==> src/rtl/hadamard_input_packer_if.sv <==
// Sample stream into the Hadamard input packer: one complex SFP sample per beat.
interface hadamard_input_packer_if #(
    parameter int formatWidth = 9
);
    logic                   in_valid;
    logic                   in_ready;
    logic [formatWidth-1:0] in_real;
    logic [formatWidth-1:0] in_imag;
    logic                   in_last;

    modport master (output in_valid, in_real, in_imag, in_last, input  in_ready);
    modport slave  (input  in_valid, in_real, in_imag, in_last, output in_ready);
endinterface

==> src/rtl/hadamard_input_packer.sv <==
// Packs four complex SFP samples into lane vectors via ping-pong buffers, fetches
// the matching twiddle set from a synchronous ROM and launches the Hadamard stage.
module hadamard_input_packer #(
    parameter int formatWidth = 9,
    parameter int GROUPS      = 4,
    parameter int twAddrWidth = 2,
    parameter int LATENCY     = 5
) (
    input  logic                       clk,
    input  logic                       rst,
    hadamard_input_packer_if.slave     smp,
    output logic                       tw_en,
    output logic [twAddrWidth-1:0]     tw_addr,
    input  logic [formatWidth*4-1:0]   tw_rom_real,
    input  logic [formatWidth*4-1:0]   tw_rom_imag,
    output logic                       start,
    output logic [formatWidth*4-1:0]   input_real,
    output logic [formatWidth*4-1:0]   input_imag,
    output logic [formatWidth*4-1:0]   twiddle_real,
    output logic [formatWidth*4-1:0]   twiddle_imag,
    output logic                       group_valid,
    output logic                       frame_err
);
    localparam int W = formatWidth;

    typedef enum logic [1:0] {S_IDLE, S_FETCH, S_WAIT} state_t;

    state_t                 state;
    logic                   ready_en;
    logic [1:0]             full;
    logic [1:0]             last_flag;
    logic [1:0]             short_flag;
    logic                   fill_sel;
    logic                   issue_sel;
    logic [1:0]             lane;
    logic [twAddrWidth-1:0] group_cnt;
    logic [LATENCY-1:0]     lat_sr;
    logic [4*W-1:0]         buf_re [2];
    logic [4*W-1:0]         buf_im [2];

    logic                   accept;
    logic                   complete;
    logic                   is_short;
    logic [twAddrWidth-1:0] gcnt_next;
    logic                   issue_err;

    assign smp.in_ready = ready_en & ~full[fill_sel];
    assign accept       = smp.in_valid & smp.in_ready;
    assign complete     = accept & ((lane == 2'd3) | smp.in_last);
    assign is_short     = accept & smp.in_last & (lane != 2'd3);
    assign group_valid  = lat_sr[LATENCY-1];

    // A short group already flagged its error on accept, so its issue stays silent.
    always_comb begin
        // NOTE: every always_comb output gets a default first so no latch is inferred.
        gcnt_next = group_cnt + twAddrWidth'(1);
        issue_err = 1'b0;
        if (last_flag[issue_sel] || group_cnt == twAddrWidth'(GROUPS-1))
            gcnt_next = '0;
        if (last_flag[issue_sel] && !short_flag[issue_sel] &&
            group_cnt != twAddrWidth'(GROUPS-1))
            issue_err = 1'b1;
    end

    // NOTE: buffer storage has no reset; the full flags gate every use, so stale lanes are never issued.
    always_ff @(posedge clk) begin
        if (accept) begin
            for (int k = 0; k < 4; k++) begin
                if (k == int'(lane)) begin
                    buf_re[fill_sel][W*k +: W] <= smp.in_real;
                    buf_im[fill_sel][W*k +: W] <= smp.in_imag;
                end else if (smp.in_last && k > int'(lane)) begin
                    buf_re[fill_sel][W*k +: W] <= '0;
                    buf_im[fill_sel][W*k +: W] <= '0;
                end
            end
        end
    end

    // NOTE: sequential state uses non-blocking assignments so all flops update together.
    always_ff @(posedge clk or negedge rst) begin
        if (!rst) begin
            state        <= S_IDLE;
            ready_en     <= 1'b0;
            full         <= '0;
            last_flag    <= '0;
            short_flag   <= '0;
            fill_sel     <= 1'b0;
            issue_sel    <= 1'b0;
            lane         <= '0;
            group_cnt    <= '0;
            lat_sr       <= '0;
            tw_en        <= 1'b0;
            tw_addr      <= '0;
            start        <= 1'b0;
            input_real   <= '0;
            input_imag   <= '0;
            twiddle_real <= '0;
            twiddle_imag <= '0;
            frame_err    <= 1'b0;
        end else begin
            ready_en  <= 1'b1;
            start     <= 1'b0;
            tw_en     <= 1'b0;
            frame_err <= is_short;
            lat_sr    <= {lat_sr[LATENCY-2:0], start};

            if (accept)
                lane <= complete ? 2'd0 : lane + 2'd1;
            if (complete) begin
                full[fill_sel]       <= 1'b1;
                last_flag[fill_sel]  <= smp.in_last;
                short_flag[fill_sel] <= is_short;
                fill_sel             <= ~fill_sel;
            end

            case (state)
                S_IDLE: begin
                    if (full[issue_sel]) begin
                        state   <= S_FETCH;
                        tw_en   <= 1'b1;
                        tw_addr <= group_cnt;
                    end
                end
                S_FETCH: state <= S_WAIT;
                S_WAIT: begin
                    input_real      <= buf_re[issue_sel];
                    input_imag      <= buf_im[issue_sel];
                    twiddle_real    <= tw_rom_real;
                    twiddle_imag    <= tw_rom_imag;
                    start           <= 1'b1;
                    full[issue_sel] <= 1'b0;
                    issue_sel       <= ~issue_sel;
                    group_cnt       <= gcnt_next;
                    if (issue_err)
                        frame_err <= 1'b1;
                    if (full[~issue_sel]) begin
                        state   <= S_FETCH;
                        tw_en   <= 1'b1;
                        tw_addr <= gcnt_next;
                    end else begin
                        state <= S_IDLE;
                    end
                end
                default: state <= S_IDLE;
            endcase
        end
    end
endmodule

==> src/flat_wrapper.sv <==
// flat-port wrapper written by rule: the top's interface ports become plain ports
module hadamard_input_packer_flat 
#(
    parameter int formatWidth = 9,
    parameter int GROUPS      = 4,
    parameter int twAddrWidth = 2,
    parameter int LATENCY     = 5
)
  (clk, rst, tw_en, tw_addr, tw_rom_real, tw_rom_imag, start, input_real, input_imag, twiddle_real, twiddle_imag, group_valid, frame_err, smp_in_valid, smp_in_real, smp_in_imag, smp_in_last, smp_in_ready);
  hadamard_input_packer_if #(.formatWidth(formatWidth)) smp_i ();
  input  logic clk;
  input  logic rst;
  output logic tw_en;
  output logic [twAddrWidth-1:0] tw_addr;
  input  logic [formatWidth*4-1:0] tw_rom_real;
  input  logic [formatWidth*4-1:0] tw_rom_imag;
  output logic start;
  output logic [formatWidth*4-1:0] input_real;
  output logic [formatWidth*4-1:0] input_imag;
  output logic [formatWidth*4-1:0] twiddle_real;
  output logic [formatWidth*4-1:0] twiddle_imag;
  output logic group_valid;
  output logic frame_err;
  input wire logic [$bits(smp_i.in_valid)-1:0] smp_in_valid;
  input wire logic [$bits(smp_i.in_real)-1:0] smp_in_real;
  input wire logic [$bits(smp_i.in_imag)-1:0] smp_in_imag;
  input wire logic [$bits(smp_i.in_last)-1:0] smp_in_last;
  output wire logic [$bits(smp_i.in_ready)-1:0] smp_in_ready;
  assign smp_i.in_valid = smp_in_valid;
  assign smp_i.in_real = smp_in_real;
  assign smp_i.in_imag = smp_in_imag;
  assign smp_i.in_last = smp_in_last;
  assign smp_in_ready = smp_i.in_ready;
  hadamard_input_packer #(.formatWidth(formatWidth), .GROUPS(GROUPS), .twAddrWidth(twAddrWidth), .LATENCY(LATENCY)) u_core (.clk(clk), .rst(rst), .smp(smp_i), .tw_en(tw_en), .tw_addr(tw_addr), .tw_rom_real(tw_rom_real), .tw_rom_imag(tw_rom_imag), .start(start), .input_real(input_real), .input_imag(input_imag), .twiddle_real(twiddle_real), .twiddle_imag(twiddle_imag), .group_valid(group_valid), .frame_err(frame_err));
endmodule
==> config.mk <==
export PLATFORM = sky130hd
export DESIGN_NAME = hadamard_input_packer_flat
export DESIGN_NICKNAME = d
export VERILOG_FILES = /design/src/rtl/hadamard_input_packer_if.sv /design/src/rtl/hadamard_input_packer.sv /design/src/flat_wrapper.sv
export SDC_FILE = /design/constraint.sdc
export NUM_CORES = 1
export LEC_CHECK = 0
export CAP_MARGIN = 20
export CORE_UTILIZATION = 35
export CTS_BUF_LIST = sky130_fd_sc_hd__clkbuf_8
export DETAILED_ROUTE_END_ITERATION = 6
export GPL_TIMING_DRIVEN = 0
export PLACE_DENSITY = 0.61
export SYNTH_ARGS = -nofsm -noshare
export SYNTH_HDL_FRONTEND = slang
export SYNTH_SLANG_ARGS = --single-unit
==> constraint.sdc <==
create_clock -name clk -period 4.1 [get_ports clk]
set_input_delay 1.23 -clock clk [delete_from_list [all_inputs] [get_ports clk]]
set_output_delay 1.23 -clock clk [all_outputs]
set_load 0.05 [all_outputs]
# [Word level (Yosys, flattened, before mapping)]
# Memory sizes are Yosys's and may differ from the RTL's. A register that Yosys moved wholly into a read port is not among the register bits.
# Cells that the tools add are included.
[totals] output_inout_bits=151 mem_count=2 ff_bits=97 elab_cells=135 input_bits=94 ramBits=144
[classes] add_sub_neg=2 reduce_logical=15 muxes=63 n_eq_ne=11 n_bitwise=18 order_cmp=8
[mem_list] memory="u_core.buf_im" depth=2 word_bits=36 read_ports=1 rd_ports_with_merged_regs=1 write_ports=1 line_no="hadamard_input_packer.sv:39" source="logic [4*W-1:0] buf_im [2];"
[mem_list] memory="u_core.buf_re" depth=2 word_bits=36 read_ports=1 rd_ports_with_merged_regs=1 write_ports=1 line_no="hadamard_input_packer.sv:38" source="logic [4*W-1:0] buf_re [2];"
[ops] op="2-to-1 mux 9 bit" n=6
[ops] op="2-to-1 mux 1 bit" n=43
[ops] op="2-to-1 mux 2 bit" n=7
[ops] op="logical AND 1 bit" n=7
[ops] op="bitwise OR 1 bit" n=7
[ops] op="== test 2 bit, second input constant" n=3
[ops] op="< comparator 1 x 2 -> 1 bit, second input constant" n=3
[ops] op="case mux 2 bit (3 select lines)" n=1
[ops] op="AND 1 bit" n=5
[ops] op="adder 2 x 1 -> 2 bit, second input constant" n=2
[ops] op="bitwise mux 2 bit" n=2
[ops] op="== test 2 bit, first input constant" n=2
[ops] op="> comparator 2 bit, first input constant" n=2
[ops] op="zero test 2 bit" n=2
[ops] op="inequality test 2 x 1 -> 1 bit, second input constant" n=2
[ops] op="inequality test 2 bit, second input constant" n=2
[ops] op="case mux 2 bit (2 select lines)" n=1
[ops] op="zero test 1 bit" n=3
[ops] op="NOT 1 bit" n=3
[ops] op="AND reduction 3 bit" n=1
[ops] op="AND 2 bit" n=1
[ops] op="demux 1 bit (select 1 bit)" n=2
[ops] op="== test 1 x 2 -> 1 bit, first input constant" n=1
[ops] op="== test 2 x 1 -> 1 bit, second input constant" n=1
[ops] op="other kinds (7)" n=8

# [Logic depth before layout (Yosys ltp)]
[depth] ltp_word=9 mapped_depth=7 ltp_nobuf=5

# [Worst setup path after synthesis]
# OpenSTA, ideal clock, no wires.
[synth_timing] path_type="in2reg" from="in smp_in_last" to="mem u_core.buf_im[1][27] in the netlist's numbering, enable pin" path_buffers=1 required_ps=3706 path_slack_ps=1194 setup_time_ps=394 arrival_ps=2512 cell_stages=3 path_cell_list="clkbuf_1 > nor2_1 > nor2_1"
[synth_between] elab_chain_len=6
[synth_lines] item="start: declaration" line_no="flat_wrapper.sv:27" source="input wire logic [$bits(smp_i.in_last)-1:0] smp_in_last;"
[synth_lines] item="logical AND 1 bit" line_no="hadamard_input_packer.sv:72" source="end else if (smp.in_last && k > int'(lane)) begin"
[synth_lines] item="2-to-1 mux 1 bit" line_no="hadamard_input_packer.sv:72"
[synth_lines] item="2-to-1 mux 1 bit" line_no="hadamard_input_packer.sv:69" source="if (k == int'(lane)) begin"
[synth_lines] item="2-to-1 mux 1 bit" line_no="hadamard_input_packer.sv:67" source="if (accept) begin"
[synth_lines] item="2-to-1 mux 1 bit (implied by the code)" line_no="hadamard_input_packer.sv:74" source="buf_im[fill_sel][W*k +: W] <= '0;"
[synth_lines] item="bitwise OR 1 bit (no line)"
[synth_lines] item="end: declaration" line_no="hadamard_input_packer.sv:39"
# No other way between the ends.

# [Worst setup path after layout]
[layout_timing] from="reg u_core.fill_sel" to="out smp_in_ready"
[layout_between] elab_chain_len=4
[layout_lines] item="start: declaration" line_no="hadamard_input_packer.sv:33" source="logic fill_sel;"
[layout_lines] item="start signal: assignment" line_no="hadamard_input_packer.sv:114" source="fill_sel <= ~fill_sel;"
[layout_lines] item="2-to-1 mux 1 bit (implied by the code) (2 in a row)" line_no="hadamard_input_packer.sv:47" source="assign smp.in_ready = ready_en & ~full[fill_sel];"
[layout_lines] item="NOT 1 bit" line_no="hadamard_input_packer.sv:47"
[layout_lines] item="AND 1 bit" line_no="hadamard_input_packer.sv:47"
[layout_lines] item="end: declaration" line_no="flat_wrapper.sv:28" source="output wire logic [$bits(smp_i.in_ready)-1:0] smp_in_ready;"
# No other way between the ends. The select of a mux whose other input is x is not followed.

==> summary.txt <==
Worst setup path
  • Worst setup path endpoint: smp_in_ready
  • Worst r2r dst: u_core.input_imag[23]
  • Data arrival, critical path: between 2000 and 2500 ps
  • Cell type group with the largest total delay on the critical path: buffers and inverters
  • Crit end category: output port
  • R2R depth: 6
  • CP required: about 2900 ps
  • Critical Path Max Stage Delay: approximately 800 ps
  • Slowest library cell on the worst path: clkdlybuf4s50_1
  • Worst Setup SP: u_core.fill_sel
  • Setup crit start kind: flop
  • Cell Chain, Critical Path: buf_4 -> mux2i_4 -> and2_1 -> clkdlybuf4s50_1
  • Critical Path Stages: 4
  • Crit Path Category: reg -> out
  • CP max FO: 8
  • Crit path buf inv count: 2
  • Flop-to-flop setup slack: ~2000 ps
  • Worst R2R Start: u_core.state[0]

Final layout
  • Final Cell Area: ~16000 sq um
  • Fin util: 49.5%
  • Sequential Area: between 8000 and 9000 sq um
  • Fin cells: between 1500 and 2000
  • Ratio of cells with drive above 1 in the final layout: ~11%
  • Number of diodes: 0
  • Fillcell total: 2960
  • Number of nets in the layout: between 1000 and 1500
  • Multi-input logic area: ~3000 sq um
  • Area grow syn2layout: 37.7%

Die
  • Die area: about 34000 sq um
  • I/O pin cnt: ~250
  • # rows: 66
  • Chip width: between 150 and 200 um
  • Die Ht: 186 um
  • Core ar.: around 33000 sq um
  • Starting density of the core: around 36%

GRT
  • Number of global-route vias before repair: around 8100
  • Global route overflow: 0
  • GRT Total Usage: between 10% and 20%
  • Pin count of the biggest net entering global routing: approximately 120
  • Antenna violations before repair: 0
  • First-pass GRT wire length: 47.2 mm

STA
  • Final hold viol count: 0
  • Rel. slew slack: between 50% and 60%
  • Final Skew: 14.4 ps
  • Final min period: between 3000 and 4000 ps
  • Final slew viol count: 0
  • Unrepaired setup endpoints after global routing: false
  • Hold slack: between 300 and 400 ps
  • Slew @ Worst Pin: between 600 and 700 ps
  • Sum Neg Setup Slack: 0 ps
  • Crit share post-route: between 80% and 90%
  • Achievable Freq: about 0.28 GHz
  • Final setup vio count: 0

Synth
  • Cell Area, Synth: 11800 sq um
  • Avg Inst Size Synth: 12.9 sq um
  • Async set-or-reset flop fraction in the synthesized netlist: 54.0%
  • Top-count cell post-synth: nand2_1
  • Post-synth top area cell: edfxtp_1
  • Number of synthesized register bits: about 310
  • Synth unique cells: 37
  • Post-synth EDFFs: 144
  • Warnings from Yosys: 0
  • Area share of the largest cell type after synthesis: a little over a third
  • Mapped Cells: 916
  • Syn Nets: 1015
  • Primary FF master, synth: dfrtp_1
  • Most frequent cells after synthesis: nand2_1, dfrtp_1, edfxtp_1
  • Sequential share of the synthesized area: between 70 and 80%
  • Top post-synthesis cells by area: edfxtp_1, dfrtp_1, nand2_1, mux2i_1, o21ai_0

Outcome
  • Status: completed

Job
  • Max-cap viol count: 0

Worst hold path
  • Worst hold path type: reg -> reg
  • Worst Hold Depth: 0

Detailed routing
  • Number of detailed-route iterations in the first pass: 5
  • Total Routed Length: around 32 mm
  • Mean number of vias per cell: 4.64
  • Routed Antenna Nets: 0
  • Via Count: about 7900
  • DRC violation total after the first TritonRoute iteration: roughly 420
  • # DRC: 0
  • Routed len/inst: between 15 and 20 um

Clock tree
  • H-tree levels: 2
  • Post-CTS sizing: 0
  • Worst-path clk slew: 60 ps
  • CTS tree: done
  • Root Driver: clkbuf_8
  • Clock Sinks: between 300 and 400
  • Clock buffer depth: 3
  • Number of buffers created by CTS: 54
  • Cts hold-fix bufs: 0
  • Clk_lat worst skew: ~570 ps
  • Setup bufs post-CTS: 0

Placed design
  • Placed instance area: 15000 sq um
  • Port-buffer cells: ~240
  • Routability cong.: 0.738
  • Placed Instances: ~1600
  • Post-detail-place hpwl: 22.6 mm

Pwr
  • Leakage: 6.94 nW
  • Max VDD drop: about 430 uV
  • Power Density: ~900 nW/um^2
-- power by group --
part / switching (mW) / internal (mW)
clock: 1.26 / 1.88
combinational: 4.33 / 2.07
sequential: 0.510 / 4.25
-- worst min-delay path by stage --
stage | to | from | slack [ps]
finish | u_core.lat_sr[3] | u_core.lat_sr[2] | 350
global route | u_core.lat_sr[3] | u_core.lat_sr[2] | 350
global placement | u_core.lat_sr[4] | u_core.lat_sr[3] | 330
CTS | u_core.lat_sr[1] | u_core.lat_sr[0] | 360
detailed placement | u_core.lat_sr[3] | u_core.lat_sr[2] | 340
floorplan | u_core.lat_sr[1] | u_core.lat_sr[0] | 330
-- per-stage QoR --
step	worst slack [ps]	power [mW]
final	478	14.3
after global routing	407	15.1
after CTS	462	14.5
after detailed placement	447	11.3
after global placement	-5540	11.2
after floorplan	1190	8.85
-- metal layers --
| metal | GRT usage (%) | vias up | share of wire, % |
|---|---|---|---|
| met2 | 32.3 | 289 | 49 |
| met1 | 22.5 | 3859 | 41 |
| met4 | 5.61 | 0 | 2.2 |
| met3 | 5.03 | 56 | 8.2 |
| met5 | 0 | - | 0 |
| li1 | - | 3741 | - |
-- sequential cells by signal, summed over array words and instances, names as in the netlist --
name and flops:
u_core.fill_sel 1, u_core.issue_sel 1, u_core.last_flag 2, u_core.full 2
u_core.tw_en 1, u_core.tw_addr 2, u_core.lane 2, u_core.buf_im 72
u_core.buf_re 72, u_core.state 2, u_core.start 1, u_core.twiddle_imag 36
u_core.ready_en 1, u_core.input_imag 36, u_core.group_cnt 2, u_core.short_flag 2
u_core.lat_sr 5, u_core.input_real 36, u_core.frame_err 1, u_core.twiddle_real 36
-- cell type report --
class	count	share of cell area [%]
Buffer	48	1.47
Multi-Input combinational cell	552	18.6
Inverter	3	0.0693
Clock buffer	72	6.10
Sequential cell	313	52.6
Clock inverter	30	1.59
Tap cell	442	3.40
Timing Repair Buffer	252	16.2
-- cells by family after synthesis --
group	share of synthesized area, %
buffers and inverters	2.12
other	0.0318
DFF	72.5
adders and majority gates	0.530
AOI/OAI and AO/OA	4.02
muxes	6.83
and+or+nand+nor	13.9
xor gates and xnor gates	0.148
-- placed cells by master (no fill, tap or decap), types with 3 or more instances in the layout --
| master | instances |
|---|---|
| nand2_1 | 292 |
| clkdlybuf4s50_1 | 242 |
| dfrtp_1 | 169 |
| edfxtp_1 | 144 |
| mux2i_1 | 76 |
| o21ai_0 | 75 |
| clkbuf_8 | 72 |
| and2_1 | 39 |
| buf_2 | 32 |
| inv_1 | 24 |
| nor2b_1 | 20 |
| clkbuf_1 | 11 |
| nor2_2 | 7 |
| a21oi_1 | 6 |
| ha_1 | 5 |
| bufinv_16 | 5 |
| buf_8 | 5 |
| buf_16 | 5 |
| buf_4 | 3 |
| nand2b_1 | 3 |
| a22o_1 | 3 |
Power figures use the tool's default switching activity.
